===== config.mk =====
export PLATFORM = sky130hd
export DESIGN_NAME = interrupt_controller
export DESIGN_NICKNAME = d
export VERILOG_FILES = /design/src/rtl/interrupt_controller.sv
export SDC_FILE = /design/constraint.sdc
export NUM_CORES = 1
export LEC_CHECK = 0
export BUFFER_PORTS_ARGS = -buffer_cell sky130_fd_sc_hd__buf_4
export CORE_MARGIN = 2
export CORE_UTILIZATION = 43
export CTS_CLUSTER_DIAMETER = 150
export DETAILED_ROUTE_END_ITERATION = 6
export PLACE_DENSITY_LB_ADDON = 0.05
export SETUP_SLACK_MARGIN = 0.5
export SLEW_MARGIN = 15
export SYNTH_ARGS = -nofsm -noshare
export SYNTH_HDL_FRONTEND = slang
export SYNTH_SLANG_ARGS = --single-unit

===== constraint.sdc =====
create_clock -name clk -period 1.3 [get_ports clk]
set_clock_uncertainty 0.1 [all_clocks]
set_input_delay 0.26 -clock clk [delete_from_list [all_inputs] [get_ports clk]]
set_output_delay 0.26 -clock clk [all_outputs]
set_load 0.03 [all_outputs]

===== src/rtl/interrupt_controller.sv =====
`default_nettype none
// ============================================================================
// Module      : interrupt_controller
// Description : Synchronises and edge-detects four external interrupt lines,
//               holds pending bits, applies a mask, selects the highest
//               priority request and runs the irq/ack/iret handshake.
// Revision    : 1.0 - initial release
// ============================================================================
module interrupt_controller #(
    parameter logic [19:0] VECTOR_BASE   = 20'h00100,
    parameter logic [19:0] VECTOR_STRIDE = 20'h00010
) (
    input  logic        clk,
    input  logic        rstIn,
    input  logic [3:0]  hardInterrupt,
    input  logic        intEnable,
    input  logic        maskWrite,
    input  logic [3:0]  maskIn,
    input  logic        cpuAck,
    input  logic        iretIn,
    output logic        irq,
    output logic [19:0] vectorOut,
    output logic [1:0]  activeId,
    output logic        inService,
    output logic [3:0]  pendingOut
);

    localparam int c_LINES = 4;

    typedef enum logic [1:0] {
        ST_IDLE    = 2'd0,
        ST_REQUEST = 2'd1,
        ST_SERVICE = 2'd2
    } state_t;

    state_t              r_state;
    state_t              w_state_nxt;
    logic                r_irq;
    logic                w_irq_nxt;
    logic [19:0]         r_vector;
    logic [19:0]         w_vector_nxt;
    logic [1:0]          r_active;
    logic [1:0]          w_active_nxt;
    logic                r_in_service;
    logic                w_in_service_nxt;
    logic [c_LINES-1:0]  r_mask;
    logic [c_LINES-1:0]  w_pending;
    logic [c_LINES-1:0]  w_edge;
    logic [c_LINES-1:0]  w_clear;
    logic [c_LINES-1:0]  w_eligible;
    logic [1:0]          w_winner;
    logic [19:0]         w_winner_vector;

    // Per-line synchroniser, edge detector and pending bit; a set always
    // beats a clear arriving in the same cycle.
    genvar gi;
    generate
        for (gi = 0; gi < c_LINES; gi++) begin : g_line
            logic r_sync1;
            logic r_sync2;
            logic r_sync3;
            logic r_pend;

            always_ff @(posedge clk or negedge rstIn) begin
                if (!rstIn) begin
                    r_sync1 <= 1'b0;
                    r_sync2 <= 1'b0;
                    r_sync3 <= 1'b0;
                    r_pend  <= 1'b0;
                end else begin
                    r_sync1 <= hardInterrupt[gi];
                    r_sync2 <= r_sync1;
                    r_sync3 <= r_sync2;
                    r_pend  <= (r_pend & ~w_clear[gi]) | w_edge[gi];
                end
            end

            assign w_edge[gi]    = r_sync2 & ~r_sync3;
            assign w_pending[gi] = r_pend;
        end
    endgenerate

    always_ff @(posedge clk or negedge rstIn) begin
        if (!rstIn) begin
            r_mask <= '0;
        end else if (maskWrite) begin
            r_mask <= maskIn;
        end
    end

    assign w_eligible = intEnable ? (w_pending & ~r_mask) : '0;

    // Fixed priority: the lowest-numbered eligible line wins.
    always_comb begin
        w_winner = 2'd0;
        for (int i = c_LINES - 1; i >= 0; i--) begin
            if (w_eligible[i]) begin
                w_winner = 2'(i);
            end
        end
    end

    assign w_winner_vector = VECTOR_BASE + (VECTOR_STRIDE * {18'd0, w_winner});

    always_comb begin
        w_clear = '0;
        if ((r_state == ST_REQUEST) && cpuAck) begin
            w_clear[r_active] = 1'b1;
        end
    end

    always_ff @(posedge clk or negedge rstIn) begin
        if (!rstIn) begin
            r_state      <= ST_IDLE;
            r_irq        <= 1'b0;
            r_vector     <= '0;
            r_active     <= '0;
            r_in_service <= 1'b0;
        end else begin
            r_state      <= w_state_nxt;
            r_irq        <= w_irq_nxt;
            r_vector     <= w_vector_nxt;
            r_active     <= w_active_nxt;
            r_in_service <= w_in_service_nxt;
        end
    end

    always_comb begin
        w_state_nxt      = r_state;
        w_irq_nxt        = r_irq;
        w_vector_nxt     = r_vector;
        w_active_nxt     = r_active;
        w_in_service_nxt = r_in_service;
        case (r_state)
            ST_IDLE: begin
                if (|w_eligible) begin
                    w_state_nxt  = ST_REQUEST;
                    w_irq_nxt    = 1'b1;
                    w_active_nxt = w_winner;
                    w_vector_nxt = w_winner_vector;
                end
            end
            ST_REQUEST: begin
                // Acknowledge takes precedence over a same-cycle withdrawal.
                if (cpuAck) begin
                    w_state_nxt      = ST_SERVICE;
                    w_irq_nxt        = 1'b0;
                    w_in_service_nxt = 1'b1;
                end else if (!intEnable || r_mask[r_active]) begin
                    w_state_nxt = ST_IDLE;
                    w_irq_nxt   = 1'b0;
                end
            end
            ST_SERVICE: begin
                if (iretIn) begin
                    w_state_nxt      = ST_IDLE;
                    w_in_service_nxt = 1'b0;
                end
            end
            default: begin
                w_state_nxt      = ST_IDLE;
                w_irq_nxt        = 1'b0;
                w_in_service_nxt = 1'b0;
            end
        endcase
    end

    assign irq        = r_irq;
    assign vectorOut  = r_vector;
    assign activeId   = r_active;
    assign inService  = r_in_service;
    assign pendingOut = w_pending;

endmodule
`default_nettype wire


**Word level (Yosys, flattened, before mapping)**

Index checks and enable logic that the tools add are counted.

- Input bits: 14
- Flip-flop bits (word level): 46
- Output and inout port bits: 28
- Word-level logic and storage cells: 87

- Bitwise gates (word level): 24
- Add/subtract/negate cells: 1
- Order comparisons: 2
- Mux-type cells: 22
- Equality and inequality tests: 6
- Reduce and logical (&&, ||, !) cells: 10

Operators with widths:

| cell | number |
|---|---|
| 2-bit 2-to-1 mux | 8 |
| 9-bit by 6-bit adder with 10-bit output, first input constant | 1 |
| 1-bit inverter | 10 |
| 3-bit AND reduction | 3 |
| 1-bit AND | 8 |
| 4-bit 2-to-1 mux | 2 |
| 1-bit 2-to-1 mux | 7 |
| 2-bit != test, second input constant | 3 |
| 1-bit case mux with 3 select lines | 2 |
| 2-bit case mux with 3 select lines | 1 |
| 4-bit AND | 1 |
| 4-bit inverter | 1 |
| 1-bit bitwise OR | 4 |
| 4-bit OR reduction | 1 |
| 2-bit by 3-bit < comparator with 1-bit output, second input constant | 1 |
| 3-bit by 2-bit != test with 1-bit output, second input constant | 1 |
| 1-bit binary-select mux with 2-bit select | 1 |
| 1-bit demux with 2-bit select | 1 |
| 2-bit by 1-bit == test with 1-bit output, second input constant | 1 |
| 2-bit == test, second input constant | 1 |
| 2-bit by 1-bit >= comparator with 1-bit output, second input constant | 1 |
| 1-bit logical AND | 2 |
| 2-bit zero test | 1 |
| 2-bit AND reduction | 1 |
| other kinds (2) | 2 |

**Logic depth before layout (Yosys ltp)**

- Depth in word-level cells: 8
- Gate-level depth with buffers: 4

**Worst setup path before layout**

No wires, ideal clock.

- Path type: reg-to-reg
- From: register r_active[0], in the netlist activeId[0]
- To: register r_irq, in the netlist irq
- Required time: 1.134 ns
- Stages on the path, launching flop included: 5
- Buffers on the path: 0
- Setup slack: -0.278 ns
- Library setup time: 0.066 ns
- Arrival: 1.412 ns
- Period minus slack after synthesis: 1.578 ns
- Path through: dfrtp_1 > mux4_2 > nor3_2 > o21ai_1 > nand2_1

- Word-level cells in the longest chain between the ends: 5

RTL lines:

| what | line | RTL |
|---|---|---|
| start, declared | 42 | `logic [1:0] r_active;` |
| start signal, assigned | 123 | `r_active <= w_active_nxt;` |
| 1-bit binary-select mux with 2-bit select | 149 | `end else if (!intEnable \|\| r_mask[r_active]) begin` |
| 1-bit 2-to-1 mux (implied by the code) | 149 |  |
| 1-bit logical OR | 149 |  |
| 3-bit by 2-bit != test with 1-bit output (no source line) | n/a |  |
| 3-bit AND reduction (no source line) | n/a |  |
| end signal, assigned | 121 | `r_irq <= w_irq_nxt;` |
| end, declared | 38 | `logic r_irq;` |

No other way between the ends. The select of a mux whose other input is x is not followed.
A chain may end at the register's enable or synchronous reset.

**Worst setup path in the final report**

- From: register g_line[3].r_pend
- To: output pendingOut[3]

RTL lines:

| what | line | RTL |
|---|---|---|
| start, declared | 62 | `logic r_pend;` |
| start signal, assigned | 74 | `r_pend <= (r_pend & ~w_clear[gi]) \| w_edge[gi];` |
| end, declared | 25 | `output logic [3:0] pendingOut` |

No word-level cell between the ends.

==> parameters.txt <==
Parameter                              Value

Hold path
  Number of cells traversed by the worst hold path    2
  Type of the most critical hold path    in2reg

Layout
  Number of nets at the end of the flow    ~160
  Count of filler cells inserted in the layout    188
  Layout Cell Area excl Fill    approximately 1700 um2
  Layout cells sized above 1    53.7%
  Inserted Diodes    0
  Area added between synthesis and finish    46.7%

Place
  Buffers on Ports    24
  Routability Congestion    about 0.73
  Half-perimeter wire length after placement    1350 um
  Placed standard-cell area    roughly 1300 um2

Critical path
  Worst setup SP type    flop
  List of cells traversed by the critical path    buf_6, buf_6
  Maximum fanout count along the critical path    2
  Required arrival time at the worst endpoint    0.94 ns
  Worst Path Arrival    1.02 ns
  Top Family by Delay on Critical Path    flip-flops
  Number of cell instances on the worst register-to-register path    4
  Slowest cell on crit path    sky130_fd_sc_hd__dfrtp_1
  Most numerous cell on the critical path    sky130_fd_sc_hd__buf_6
  Worst setup path category    reg2out
  Highest cell delay on the worst timing path    0.45 ns
  CP Buf/Inv Count    2
  Worst Setup End Kind    output pin
  Crit. path cell count    2

Clock network
  Clock-pin slew reported for the worst setup and hold paths after clock tree synthesis    ~0.13 ns
  Htree depth    1
  Buffers from clock root to sink, at most    2
  Root Driver    sky130_fd_sc_hd__clkbuf_4
  TritonCTS sink count    27
  Clock latency at the later pin of the worst-skew pair    0.31 ns
  Clock tree from TritonCTS    done
  Clock buffers created by TritonCTS    3

STA
  Unrepaired setup endpoints after global routing    true
  Setup WS post-layout    -0.0824 ns
  Total negative slack for setup checks    -0.637 ns
  Portion of the clock cycle consumed by the worst path in the final layout    106%
  Peak clock frequency supported by timing    723 MHz
  Tmin final    between 1 and 1.5 ns
  Final Max Slew Viols    0
  Final Hold Vio Count    0
  Count of endpoints failing setup in the final report    11

Yosys
  Mapped Area    between 1000 and 1500 um2
  Synthesis-stage register bit count    27
  Part of the Yosys area used for sequential elements    approximately 59%
  Cell count after synthesis    just under 100
  Mean area per synthesized cell    11.8 um2
  Count of cell types in the netlist    19
  Yosys warning total    0

Power
  Leakage power total    roughly 0.84 nW
  Net Sw Power    about 1.1 mW
  Proportion of total power due to net switching    around 36%
  Power per Cell Area    approximately 1800 nW/um2
  Pint    1.96 mW
  Part of the power in registers    between 30% and 40%
  Clock share of power    10.9%
  Peak supply drop    roughly 1.2 mV
  Share of power burned in combinational logic    between 50% and 60%

Outcome
  Outcome    finished with violations
  Failing checks    setup timing

Floorplan
  Area of the placeable core    between 2000 and 2500 um2
  Y dimension of the die    approximately 56 um
  Initial core utilization    a little under half
  # IOs    42
  Full die area    between 3000 and 4000 um2
  Horiz. Die Dim    between 50 and 60 um
  Core Rows    18

Global routing
  Number of antenna violations at the first check in global routing    0
  Largest net degree at the start of global routing    28
  Global-route wire length before repair    3240 um
  Overall routing resource usage    ~13%
  Via count of the first global-routing pass    730
  Overflow left after global routing    0

Detailed routing
  Routed len/inst    11.4 um
  Routed via count    between 700 and 800
  Starting DRC count in detailed routing    20
  Initial DRT Pass Iterations    2
  Post-detailed-route count of antenna-violating nets    0
  Detailed-route wire length    approximately 2000 um
  DRC violations left    0
  Vias per Instance    around 4.4

Job
  Max-capacitance violation count    0
## kinds of logic (layout without fill, tap and decap cells)
family | count (synthesis) | after routing | synth area share [%]
buf+inv | 28 | 61 | 16.6
other cells | 1 | 17 | 0.325
compound gates | 14 | 14 | 7.27
mux | 6 | 6 | 6.84
flops | 27 | 27 | 58.6
simple gates | 22 | 22 | 10.3
## cells in the mapped netlist
library cell | instances | share of area (%)
sky130_fd_sc_hd__nand3b_1 | 1 | 0.65
sky130_fd_sc_hd__nor2_1 | 2 | 0.65
sky130_fd_sc_hd__nand2b_1 | 8 | 4.3
sky130_fd_sc_hd__nand3_1 | 1 | 0.43
sky130_fd_sc_hd__a21oi_1 | 4 | 1.7
sky130_fd_sc_hd__o21ai_2 | 1 | 0.76
sky130_fd_sc_hd__mux4_2 | 1 | 2.0
sky130_fd_sc_hd__nor3_2 | 1 | 0.87
sky130_fd_sc_hd__nand2_1 | 8 | 2.6
sky130_fd_sc_hd__mux2_2 | 5 | 4.9
sky130_fd_sc_hd__a22o_1 | 2 | 1.5
sky130_fd_sc_hd__conb_1 | 1 | 0.33
sky130_fd_sc_hd__inv_1 | 5 | 1.6
sky130_fd_sc_hd__and3b_1 | 1 | 0.76
sky130_fd_sc_hd__buf_4 | 23 | 15
sky130_fd_sc_hd__o21ai_0 | 5 | 2.2
sky130_fd_sc_hd__a21o_1 | 1 | 0.65
sky130_fd_sc_hd__o21ai_1 | 1 | 0.43
sky130_fd_sc_hd__dfrtp_1 | 27 | 59
## sequential cells by signal (all words and copies together), names as in the netlist
name            cells
g_line.r_sync3      4
g_line.r_sync1      4
inService           1
activeId            1
vectorOut           2
g_line.r_pend       4
r_mask              4
irq                 1
r_state             2
g_line.r_sync2      4
## final timing paths
check                      slack [ns]                           to                        start
setup / recovery                -0.08                pendingOut[3]   g_line[3].r_pend$_DFF_PN0_
hold / removal                   0.07        r_mask[0]$_DFFE_PN0P_                    maskIn[0]
setup reg to reg                -0.06              irq$_DFFE_PN0P_      activeId[0]$_DFFE_PN0P_
hold reg to reg                  0.27  g_line[1].r_sync2$_DFF_PN0_  g_line[1].r_sync1$_DFF_PN0_
max in group asynchronous        0.55     vectorOut[5]$_DFFE_PN0P_                        rstIn
min in group asynchronous        0.28        r_mask[0]$_DFFE_PN0P_                        rstIn
## power by group through the flow
stage / Sequential (mW) / Clock, mW / Combinational (mW)
after floorplan: 1.28 / 0 / 0.663
after global placement: 1.14 / 0 / 1.06
after detailed placement: 1.15 / 0 / 1.07
after CTS: 1.13 / 0.360 / 1.45
after global routing: 1.16 / 0.405 / 1.70
final: 1.14 / 0.336 / 1.61
## what timing repair did
item,in CTS,in global routing
hold buffers,5,0
pin swaps,6,2
setup buffers,10,6
endpoints found under the hold margin,31,0
cloned,0,0
gates resized for setup,30,10
endpoints found under the setup margin,26,26
## metrics by stage
step                std cells  hold WS (ns)  worst slack, ns  power (mW)  util, %
detailed placement        152        0.0860         -0.00316        2.22     53.6
floorplan                 114        -0.136           -0.149        1.94        -
CTS                       171        0.0533          -0.0889        2.94     64.1
finish                    177        0.0650          -0.0824        3.09     67.6
global route              177        0.0329           -0.137        3.27     67.6
global placement          152        0.0904          0.00350        2.21     53.6
## worst reg2reg max path: cells and delay by family, from the launching register on
family             cells  cell delay [ns]
AOI/OAI and AO/OA      1             0.07
and+or+nand+nor        2             0.21
muxes                  1             0.51
DFF                    1             0.41
## cells in the final DEF (no fill, tap or decap)
| master | count |
|---|---|
| sky130_fd_sc_hd__o21ai_1 | 5 |
| sky130_fd_sc_hd__nand2_1 | 5 |
| sky130_fd_sc_hd__a21oi_1 | 2 |
| sky130_fd_sc_hd__clkinv_2 | 1 |
| sky130_fd_sc_hd__buf_4 | 24 |
| sky130_fd_sc_hd__dlygate4sd3_1 | 5 |
| sky130_fd_sc_hd__mux2_4 | 5 |
| sky130_fd_sc_hd__a21o_1 | 1 |
| sky130_fd_sc_hd__inv_1 | 5 |
| sky130_fd_sc_hd__o21ai_2 | 2 |
| sky130_fd_sc_hd__nor2_4 | 2 |
| sky130_fd_sc_hd__nand2b_4 | 4 |
| sky130_fd_sc_hd__a22o_1 | 2 |
| sky130_fd_sc_hd__buf_6 | 23 |
| sky130_fd_sc_hd__conb_1 | 17 |
| sky130_fd_sc_hd__mux4_2 | 1 |
| sky130_fd_sc_hd__dfrtp_2 | 6 |
| sky130_fd_sc_hd__nand3_2 | 1 |
| sky130_fd_sc_hd__and3b_2 | 1 |
| sky130_fd_sc_hd__nor3_2 | 1 |
| sky130_fd_sc_hd__nand3b_1 | 1 |
| sky130_fd_sc_hd__dfrtp_1 | 21 |
| sky130_fd_sc_hd__a21oi_2 | 2 |
| sky130_fd_sc_hd__clkbuf_4 | 3 |
| sky130_fd_sc_hd__nand2_2 | 3 |
| sky130_fd_sc_hd__nand2b_1 | 4 |
## final cells by class
| type | instances | area [um2] | share of cell area (%) |
|---|---|---|---|
| repair buffers | 52 | 489 | 28.9 |
| inverters | 5 | 18.8 | 1.11 |
| flip-flops and latches | 27 | 683 | 40.4 |
| well taps | 30 | 37.5 | 2.22 |
| clock buffers | 3 | 22.5 | 1.33 |
| multi-input cells | 59 | 434 | 25.7 |
| clock inverters | 1 | 5.00 | 0.296 |
## layer usage
metal  GRT usage, %  routed length (um)  up-vias
met5              0                   0        -
met3           2.56                 112        2
met1           17.1                 822      363
met2           22.6                1080       26
met4           5.23                  14        0
li1               -                   -      379
No activity file was read; power rests on OpenSTA's default activity.
